[src/rtl/pipe_ctrl_if.sv]
// Pipeline control interface: request/handshake inputs from the core and
// data memory, stall/flush/trap controls and status back out.
interface pipe_ctrl_if;
  logic       flush_req;
  logic       dmem_req;
  logic       dmem_ready;
  logic       irq;
  logic       irq_en;
  logic       stall_if;
  logic       stall_de;
  logic       flush_de;
  logic       dmem_valid;
  logic       trap_take;
  logic       bus_err;
  logic [2:0] state_o;

  // Core / memory side: drives requests, observes controls
  modport master (
    output flush_req, dmem_req, dmem_ready, irq, irq_en,
    input  stall_if, stall_de, flush_de, dmem_valid, trap_take, bus_err, state_o
  );

  // Sequencer side: observes requests, drives controls
  modport slave (
    input  flush_req, dmem_req, dmem_ready, irq, irq_en,
    output stall_if, stall_de, flush_de, dmem_valid, trap_take, bus_err, state_o
  );
endinterface

[src/rtl/pipe_ctrl_fsm.sv]
// Pipeline sequencer for the 3-stage core. Converts branch flushes,
// multi-cycle data-memory accesses, interrupts and bus timeouts into
// per-cycle stall/flush/trap controls. State and counter are registered;
// controls are decoded combinationally from state and current inputs.
module pipe_ctrl_fsm #(
  parameter int BOOT_CYCLES = 2,
  parameter int MEM_TIMEOUT = 16,
  parameter int CNT_W       = 8
) (
  input logic         clk,
  input logic         rst_n,
  pipe_ctrl_if.slave  bus
);

  typedef enum logic [2:0] {
    ST_BOOT     = 3'd0,
    ST_RUN      = 3'd1,
    ST_MEM_WAIT = 3'd2,
    ST_TRAP     = 3'd3,
    ST_HALT     = 3'd4
  } state_t;

  localparam logic [CNT_W-1:0] CNT_ZERO  = {CNT_W{1'b0}};
  localparam logic [CNT_W-1:0] CNT_ONE   = {{(CNT_W-1){1'b0}}, 1'b1};
  localparam logic [CNT_W-1:0] CNT_MAX   = {CNT_W{1'b1}};
  localparam logic [CNT_W-1:0] BOOT_LAST = CNT_W'(BOOT_CYCLES - 1);
  localparam logic [CNT_W-1:0] MEM_TO    = CNT_W'(MEM_TIMEOUT);

  state_t           state_r, next_state_s;
  logic [CNT_W-1:0] cnt_r, next_cnt_s;
  logic             bus_err_r;
  logic             stall_if_s, stall_de_s, flush_de_s, dmem_valid_s, trap_take_s;

  // Saturating increment: the shared counter never wraps back to zero
  function automatic logic [CNT_W-1:0] sat_inc(input logic [CNT_W-1:0] v);
    if (v == CNT_MAX) begin
      sat_inc = v;
    end else begin
      sat_inc = v + CNT_ONE;
    end
  endfunction

  // State, counter and sticky bus-error registers
  always_ff @(posedge clk or negedge rst_n) begin
    if (!rst_n) begin
      state_r   <= ST_BOOT;
      cnt_r     <= CNT_ZERO;
      bus_err_r <= 1'b0;
    end else begin
      state_r <= next_state_s;
      cnt_r   <= next_cnt_s;
      if (next_state_s == ST_HALT) begin
        bus_err_r <= 1'b1;
      end else begin
        bus_err_r <= bus_err_r;
      end
    end
  end

  // Next-state and counter decode
  always_comb begin
    next_state_s = state_r;
    next_cnt_s   = cnt_r;
    case (state_r)
      ST_BOOT: begin
        if (cnt_r == BOOT_LAST) begin
          next_state_s = ST_RUN;
          next_cnt_s   = CNT_ZERO;
        end else begin
          next_cnt_s = sat_inc(cnt_r);
        end
      end
      ST_RUN: begin
        next_cnt_s = CNT_ZERO;
        if (bus.dmem_req) begin
          if (!bus.dmem_ready) begin
            next_state_s = ST_MEM_WAIT;
            next_cnt_s   = CNT_ONE;
          end else begin
            next_state_s = ST_RUN;
          end
        end else if (bus.flush_req) begin
          // irq is a level; it is simply re-sampled once the flush is done
          next_state_s = ST_RUN;
        end else if (bus.irq && bus.irq_en) begin
          next_state_s = ST_TRAP;
        end else begin
          next_state_s = ST_RUN;
        end
      end
      ST_MEM_WAIT: begin
        if (bus.dmem_ready) begin
          next_state_s = ST_RUN;
          next_cnt_s   = CNT_ZERO;
        end else if ((MEM_TIMEOUT != 0) && (cnt_r == MEM_TO)) begin
          next_state_s = ST_HALT;
          next_cnt_s   = sat_inc(cnt_r);
        end else begin
          next_cnt_s = sat_inc(cnt_r);
        end
      end
      ST_TRAP: begin
        next_state_s = ST_RUN;
        next_cnt_s   = CNT_ZERO;
      end
      ST_HALT: begin
        next_state_s = ST_HALT;
      end
      default: begin
        next_state_s = ST_BOOT;
        next_cnt_s   = CNT_ZERO;
      end
    endcase
  end

  // Control outputs from current state and inputs
  always_comb begin
    stall_if_s   = 1'b0;
    stall_de_s   = 1'b0;
    flush_de_s   = 1'b0;
    dmem_valid_s = 1'b0;
    trap_take_s  = 1'b0;
    case (state_r)
      ST_BOOT: begin
        stall_if_s = 1'b1;
        flush_de_s = 1'b1;
      end
      ST_RUN: begin
        if (bus.dmem_req) begin
          dmem_valid_s = 1'b1;
          stall_if_s   = !bus.dmem_ready;
          stall_de_s   = !bus.dmem_ready;
        end else if (bus.flush_req) begin
          flush_de_s = 1'b1;
        end else begin
          flush_de_s = 1'b0;
        end
      end
      ST_MEM_WAIT: begin
        // Stalls release in the completing cycle so the instruction advances
        dmem_valid_s = 1'b1;
        stall_if_s   = !bus.dmem_ready;
        stall_de_s   = !bus.dmem_ready;
      end
      ST_TRAP: begin
        trap_take_s = 1'b1;
        flush_de_s  = 1'b1;
      end
      ST_HALT: begin
        stall_if_s = 1'b1;
        stall_de_s = 1'b1;
      end
      default: begin
        stall_if_s = 1'b1;
        flush_de_s = 1'b1;
      end
    endcase
  end

  assign bus.stall_if   = stall_if_s;
  assign bus.stall_de   = stall_de_s;
  assign bus.flush_de   = flush_de_s;
  assign bus.dmem_valid = dmem_valid_s;
  assign bus.trap_take  = trap_take_s;
  assign bus.bus_err    = bus_err_r;
  assign bus.state_o    = state_r;

endmodule

[src/flat_wrapper.sv]
// flat-port wrapper written by rule: the top's interface ports become plain ports
module pipe_ctrl_fsm_flat 
#(
  parameter int BOOT_CYCLES = 2,
  parameter int MEM_TIMEOUT = 16,
  parameter int CNT_W       = 8
)
  (clk, rst_n, bus_flush_req, bus_dmem_req, bus_dmem_ready, bus_irq, bus_irq_en, bus_stall_if, bus_stall_de, bus_flush_de, bus_dmem_valid, bus_trap_take, bus_bus_err, bus_state_o);
  pipe_ctrl_if bus_i ();
  input logic clk;
  input logic rst_n;
  input wire logic [$bits(bus_i.flush_req)-1:0] bus_flush_req;
  input wire logic [$bits(bus_i.dmem_req)-1:0] bus_dmem_req;
  input wire logic [$bits(bus_i.dmem_ready)-1:0] bus_dmem_ready;
  input wire logic [$bits(bus_i.irq)-1:0] bus_irq;
  input wire logic [$bits(bus_i.irq_en)-1:0] bus_irq_en;
  output wire logic [$bits(bus_i.stall_if)-1:0] bus_stall_if;
  output wire logic [$bits(bus_i.stall_de)-1:0] bus_stall_de;
  output wire logic [$bits(bus_i.flush_de)-1:0] bus_flush_de;
  output wire logic [$bits(bus_i.dmem_valid)-1:0] bus_dmem_valid;
  output wire logic [$bits(bus_i.trap_take)-1:0] bus_trap_take;
  output wire logic [$bits(bus_i.bus_err)-1:0] bus_bus_err;
  output wire logic [$bits(bus_i.state_o)-1:0] bus_state_o;
  assign bus_i.flush_req = bus_flush_req;
  assign bus_i.dmem_req = bus_dmem_req;
  assign bus_i.dmem_ready = bus_dmem_ready;
  assign bus_i.irq = bus_irq;
  assign bus_i.irq_en = bus_irq_en;
  assign bus_stall_if = bus_i.stall_if;
  assign bus_stall_de = bus_i.stall_de;
  assign bus_flush_de = bus_i.flush_de;
  assign bus_dmem_valid = bus_i.dmem_valid;
  assign bus_trap_take = bus_i.trap_take;
  assign bus_bus_err = bus_i.bus_err;
  assign bus_state_o = bus_i.state_o;
  pipe_ctrl_fsm #(.BOOT_CYCLES(BOOT_CYCLES), .MEM_TIMEOUT(MEM_TIMEOUT), .CNT_W(CNT_W)) u_core (.clk(clk), .rst_n(rst_n), .bus(bus_i));
endmodule
[config.mk]
export PLATFORM = sky130hd
export DESIGN_NAME = pipe_ctrl_fsm_flat
export DESIGN_NICKNAME = d
export VERILOG_FILES = /design/src/rtl/pipe_ctrl_if.sv /design/src/rtl/pipe_ctrl_fsm.sv /design/src/flat_wrapper.sv
export SDC_FILE = /design/constraint.sdc
export NUM_CORES = 1
export LEC_CHECK = 0
export ABC_CLOCK_PERIOD_IN_PS = 2550
export CORE_UTILIZATION = 50
export CTS_CLUSTER_SIZE = 14
export DETAILED_ROUTE_END_ITERATION = 10
export DONT_BUFFER_PORTS = 1
export PLACE_DENSITY = 0.72
export SKIP_CTS_REPAIR_TIMING = 1
export SLEW_MARGIN = 20
export SYNTH_ARGS = -nofsm -noshare
export SYNTH_HDL_FRONTEND = slang
export SYNTH_SLANG_ARGS = --single-unit
[constraint.sdc]
create_clock -name clk -period 2.55 [get_ports clk]
set_input_delay 0.255 -clock clk [delete_from_list [all_inputs] [get_ports clk]]
set_output_delay 0.255 -clock clk [all_outputs]
set_load 0.03 [all_outputs]
After elaboration in Yosys (flattened, before gate mapping)
Cells that the tools add are included.
Widths: inputs -> output; s select.
Cells by class
  $add $sub $neg: 1
  eq/ne operators: 8
  muxes and demuxes: 23
  reduce and logical (&&, ||, !) cells: 4
Operators with widths (number)
  $mux 8: 4
  $pmux 8 s4: 1
  $mux 3: 5
  $pmux 3 s5: 1
  $add 8x1->8 const B: 1
  $eq 8x1->1 const B: 1
  $eq 8x5->1 const B: 1
  $eq 8x8->1 const B: 1
  $eq 3x2->1 const B: 2
  $eq 3x3->1 const B: 2
  $mux 1: 6
  $pmux 1 s3: 2
  $mux 2: 2
  $pmux 1 s2: 2
  $eq 3x1->1 const B: 1
  $logic_not 3->1: 1
  $reduce_or 2->1: 1
  $logic_and 1x1->1: 1
  $logic_not 1->1: 1
Word-level totals
  flip-flop bits (word level): 12
  input port bits: 7
  output and inout bits: 9
  word-level logic and storage cells: 39

Depth between registers and ports, before layout
  depth in word-level cells: 6
  mapped depth: 6
  depth with buffers taken out: 6

Worst setup path after synthesis
No wires, ideal clock.
  path kind: reg2out
  start point: reg u_core.state_r[1] (netlist: u_core.bus.state_o[1])
  end point: out bus_stall_de
  arrival: 1.665 ns
  slack: 0.630 ns
  stages on the path, launching flop included: 6
  buffers on the path: 1
  path through: dfrtp_1 > buf_4 > inv_1 > nor4_1 > nor2_1 > nand2_1
On the way
  word-level cells in the longest chain between the ends: 2
  elaborated cells on any way between the ends: 4
  those cells by class: eq/ne (3); mux (1)
RTL lines
  start, declared: line pipe_ctrl_fsm.sv:29  | state_t state_r, next_state_s;
  start signal, assigned: line pipe_ctrl_fsm.sv:50  | state_r <= next_state_s;
  $eq 3x3->1, or another cell as far along: line pipe_ctrl_fsm.sv:123  | case (state_r)
  $pmux 1 s3 *: line pipe_ctrl_fsm.sv:123
  end, declared: line flat_wrapper.sv:18  | output wire logic [$bits(bus_i.stall_de)-1:0] bus_stall_de;
Mark *: on every way between the ends. The rest lies on a longest branch, timed or not.

Worst setup path in the final report
Same ends and word-level chain as after synthesis.

==> metrics list <==
- The run finished with clean final reports.
- Clock net sink count: 12
- The sequential cells in the finished layout cover a total of 300 sq um.
- For the final database, setup skew stands at 0.00810 ns.
* Combined area of all synthesized cells: 848 sq um
* Wire length reported by the detailed router: 1770 um
- Number of global-route vias before repair: 657
- For this block, the initial DRC count from the detailed router was 20.
* Wire length of the first global-routing pass: 3010 um
- Prevailing post-synth register cell: dfrtp_1
- Seq cells post-synth: 12
- Setup-failing EPs final: 0
* Detail Route met3 WL: 115 um
- In the finished design, the share of the clock period the worst path needs comes to 84.8%.
- Top-level I/O count: 16
- Worst Hold Margin: 0.233 ns
* Cell taking the most area after synthesis: dfrtp_1
* Maximum resistive drop on vdd: 0.000532 V
- Fillers: ~140
- In the synthesized netlist, the number of instances is 91.
* Leakage power figure: 0.372 nW
* Number of buffers created by CTS: 3
- Syn nets: 101
- Peak clock frequency supported by timing: 463 MHz
* Final Max Slew Viols: 0
- In this run switching power makes up 48.4% of total power.
* Worst-case headroom to the max-slew limit: a little under three fifths
- Input/output buffers: 0
* Kind of start point of the critical path: flop
- Entering global routing, the biggest net connects 13 pins.
- The clock period could shrink to around 2.2 ns.
- Ratio of total power to cell area: 877 nW/um^2
- After layout, the worst setup slack is 0.389 ns.
- The initial antenna violation count came to 0.
- Register share of total power: 38.7%
- In this run the remaining antenna-violating nets after routing total 0.
- No sink is reached through more buffers than the 2 on the longest clock path.
- Worst Path Class, Setup: flop to output pin
* Maximum Capacitance Violations: 0
* Wire length on met2: 819 um
* Part of the power in combinational logic: 47.2%
* Net switching power of the design: 0.380 mW
* Clock group share of total power: 14.1%
* Clock latency reported for the late side of the worst-skew pair: 0.27 ns
- Post-placement worst setup slack: 0.629 ns
- Global placer's final weighted congestion: between 0.8 and 0.9
- The net count of the finished layout is 105.
- Synth warn: 0
* Share of flip-flops with an asynchronous set or reset: 100%
- Die height: about 43 um
- Global Route Usage Sum: 21.4%
* Transition time at the pin with the least slew margin: 0.650 ns
- H-tree lvl count: 1
- The highest metal layer carrying signal wires in the routed design is met4.
* Worst path required time: roughly 2.3 ns
* Number of detailed-route iterations in the first pass: 4
* Detail-routed net length per standard cell: 16.2 um
- Of all nets on the critical path, the largest fanout is 11.
* HPWL reported at the end of detailed placement: 1310 um
- The multi-input combinational cells in the finished layout cover a total of between 500 and 600 sq um.
- Synth top area share: a little over a third
- Average via count per standard cell: 6.49
- Summed over all failing endpoints, the final setup total negative slack is 0 ns.
- Power consumption: 0.784 mW
* Count of antenna diodes in the layout: 0
* DRC Markers: 0
- The number of endpoints with negative hold slack in the final report was 0.
* Die area: 1870 sq um
* Critical path arrival: about 1.9 ns
- In this run, synthesis inferred 0 flip-flops with an integrated enable.
- Wire length on met1: 810 um
- Via count of the routed design: about 710
* Library cells used by synthesis: 43
- The internal portion of the total power is 0.404 mW.
- Site row count: 14
* Leading cell types by total area after synthesis: dfrtp_1 35%, ha_1 4.4%, a21oi_1 3.5%
* Average footprint of a synthesized cell: 9.32 sq um
- The worst hold path belongs to the class input pin to flop.
* RSZ-0062 raised after global routing: false
- Layout cell share with drive strength beyond 1: 19.4%
- The tree is rooted in a clkbuf_4.
- For this run the aggregate overflow at the end of global routing stands at 0.
* TritonCTS clock tree: done
- From synthesis to final layout, the design area changed by 5.46%.
* Clock-pin slew reported for the worst setup and hold paths after clock tree synthesis: ~0.07 ns
- Area inside the core boundary: 1540 sq um
- Worst setup EP type: output pin
- Sequential element share of the synthesized area: 35.4%
- Once the floorplan was initialized, standard cells occupied between 50% and 60% of the core.
- The floorplan step set the die width to 43.2 um.
-- power by group through the flow --
stage	clock, mW	sequential (mW)	combinational (mW)
floorplan	0	0.272	0.342
global placement	0	0.306	0.357
detailed placement	0	0.309	0.365
CTS	0.117	0.304	0.368
global route	0.121	0.314	0.407
finish	0.111	0.304	0.370
-- final cells by class --
| class | instances | share of cell area (%) |
|---|---|---|
| repair buffers | 3 | 2.80 |
| inverters | 5 | 2.10 |
| multi-input cells | 70 | 56.8 |
| flip-flops and latches | 12 | 33.6 |
| clock buffers | 3 | 2.52 |
| well taps | 16 | 2.24 |
-- placed cells by master (no fill, tap or decap), types with 3 or more instances in the layout --
master / count
or3_1: 4
nand2b_1: 4
a21oi_1: 6
o31ai_1: 3
nor2_1: 7
dfrtp_1: 12
nor3_1: 3
inv_1: 5
nand3_1: 6
ha_1: 3
clkbuf_4: 3
-- registers in the layout (all words and copies together) (netlist names) --
register,count
u_core.cnt_r,8
u_core.bus.state_o,3
u_core.bus.bus_err,1
-- final timing paths --
| path | startpoint | endpoint | slack (ns) | cells past startpoint |
|---|---|---|---|---|
| hold reg to reg | u_core.cnt_r[7]$_DFFE_PN0N_ | u_core.cnt_r[7]$_DFFE_PN0N_ | 0.58 | 2 |
| max in group asynchronous | rst_n | u_core.cnt_r[6]$_DFFE_PN0N_ | 1.78 | 1 |
| min in group asynchronous | rst_n | u_core.cnt_r[5]$_DFFE_PN0N_ | 0.41 | 1 |
| hold / removal | bus_dmem_ready | u_core.cnt_r[0]$_DFFE_PN0N_ | 0.23 | 3 |
| setup reg to reg | u_core.cnt_r[1]$_DFFE_PN0N_ | u_core.cnt_r[0]$_DFFE_PN0N_ | 0.63 | 6 |
| setup / recovery | u_core.bus.state_o[1]$_DFF_PN0_ | bus_stall_de | 0.39 | 5 |
-- critical path: stages (launching register included) --
cell and delay (ns):
dfrtp_1 0.72, inv_1 0.16, nor4_1 0.28, buf_4 0.20, nor2_1 0.05, nand2_1 0.23
-- routing by layer --
layer	GRT usage (%)	vias up
li1	-	351
met1	31.1	325
met2	30.7	28
met3	6.38	3
met4	5.45	0
met5	0	-
-- logic make-up after synthesis --
| logic type | synth area share, % |
|---|---|
| AND/OR/NAND/NOR | 31.4 |
| AO/OA/AOI/OAI | 21.8 |
| flip-flops | 35.4 |
| buffers and inverters | 4.72 |
| adder cells (fa/ha/maj) | 4.43 |
| XOR/XNOR | 1.03 |
| multiplexers | 1.18 |
-- per-stage QoR --
stage	instances	utilization [%]	instance area [sq um]
2_1_floorplan	91	-	848
6_report	109	58.0	895
3_5_place_dp	105	55.9	862
5_1_grt	109	58.0	895
3_3_place_gp	105	55.9	862
4_1_cts	108	57.4	885
-- synthesized netlist by cell type, types with 2 or more instances --
cell type and number:
a21oi_1 6, a311oi_1 2, a31oi_1 2, buf_2 2
dfrtp_1 12, ha_1 3, inv_1 5, nand2b_1 4
nand3_1 6, nand4_1 2, nor2_1 7, nor3_1 3
o31ai_1 3, or2_2 2, or3_1 4
Note: power is estimated with default switching activity, not from simulation.
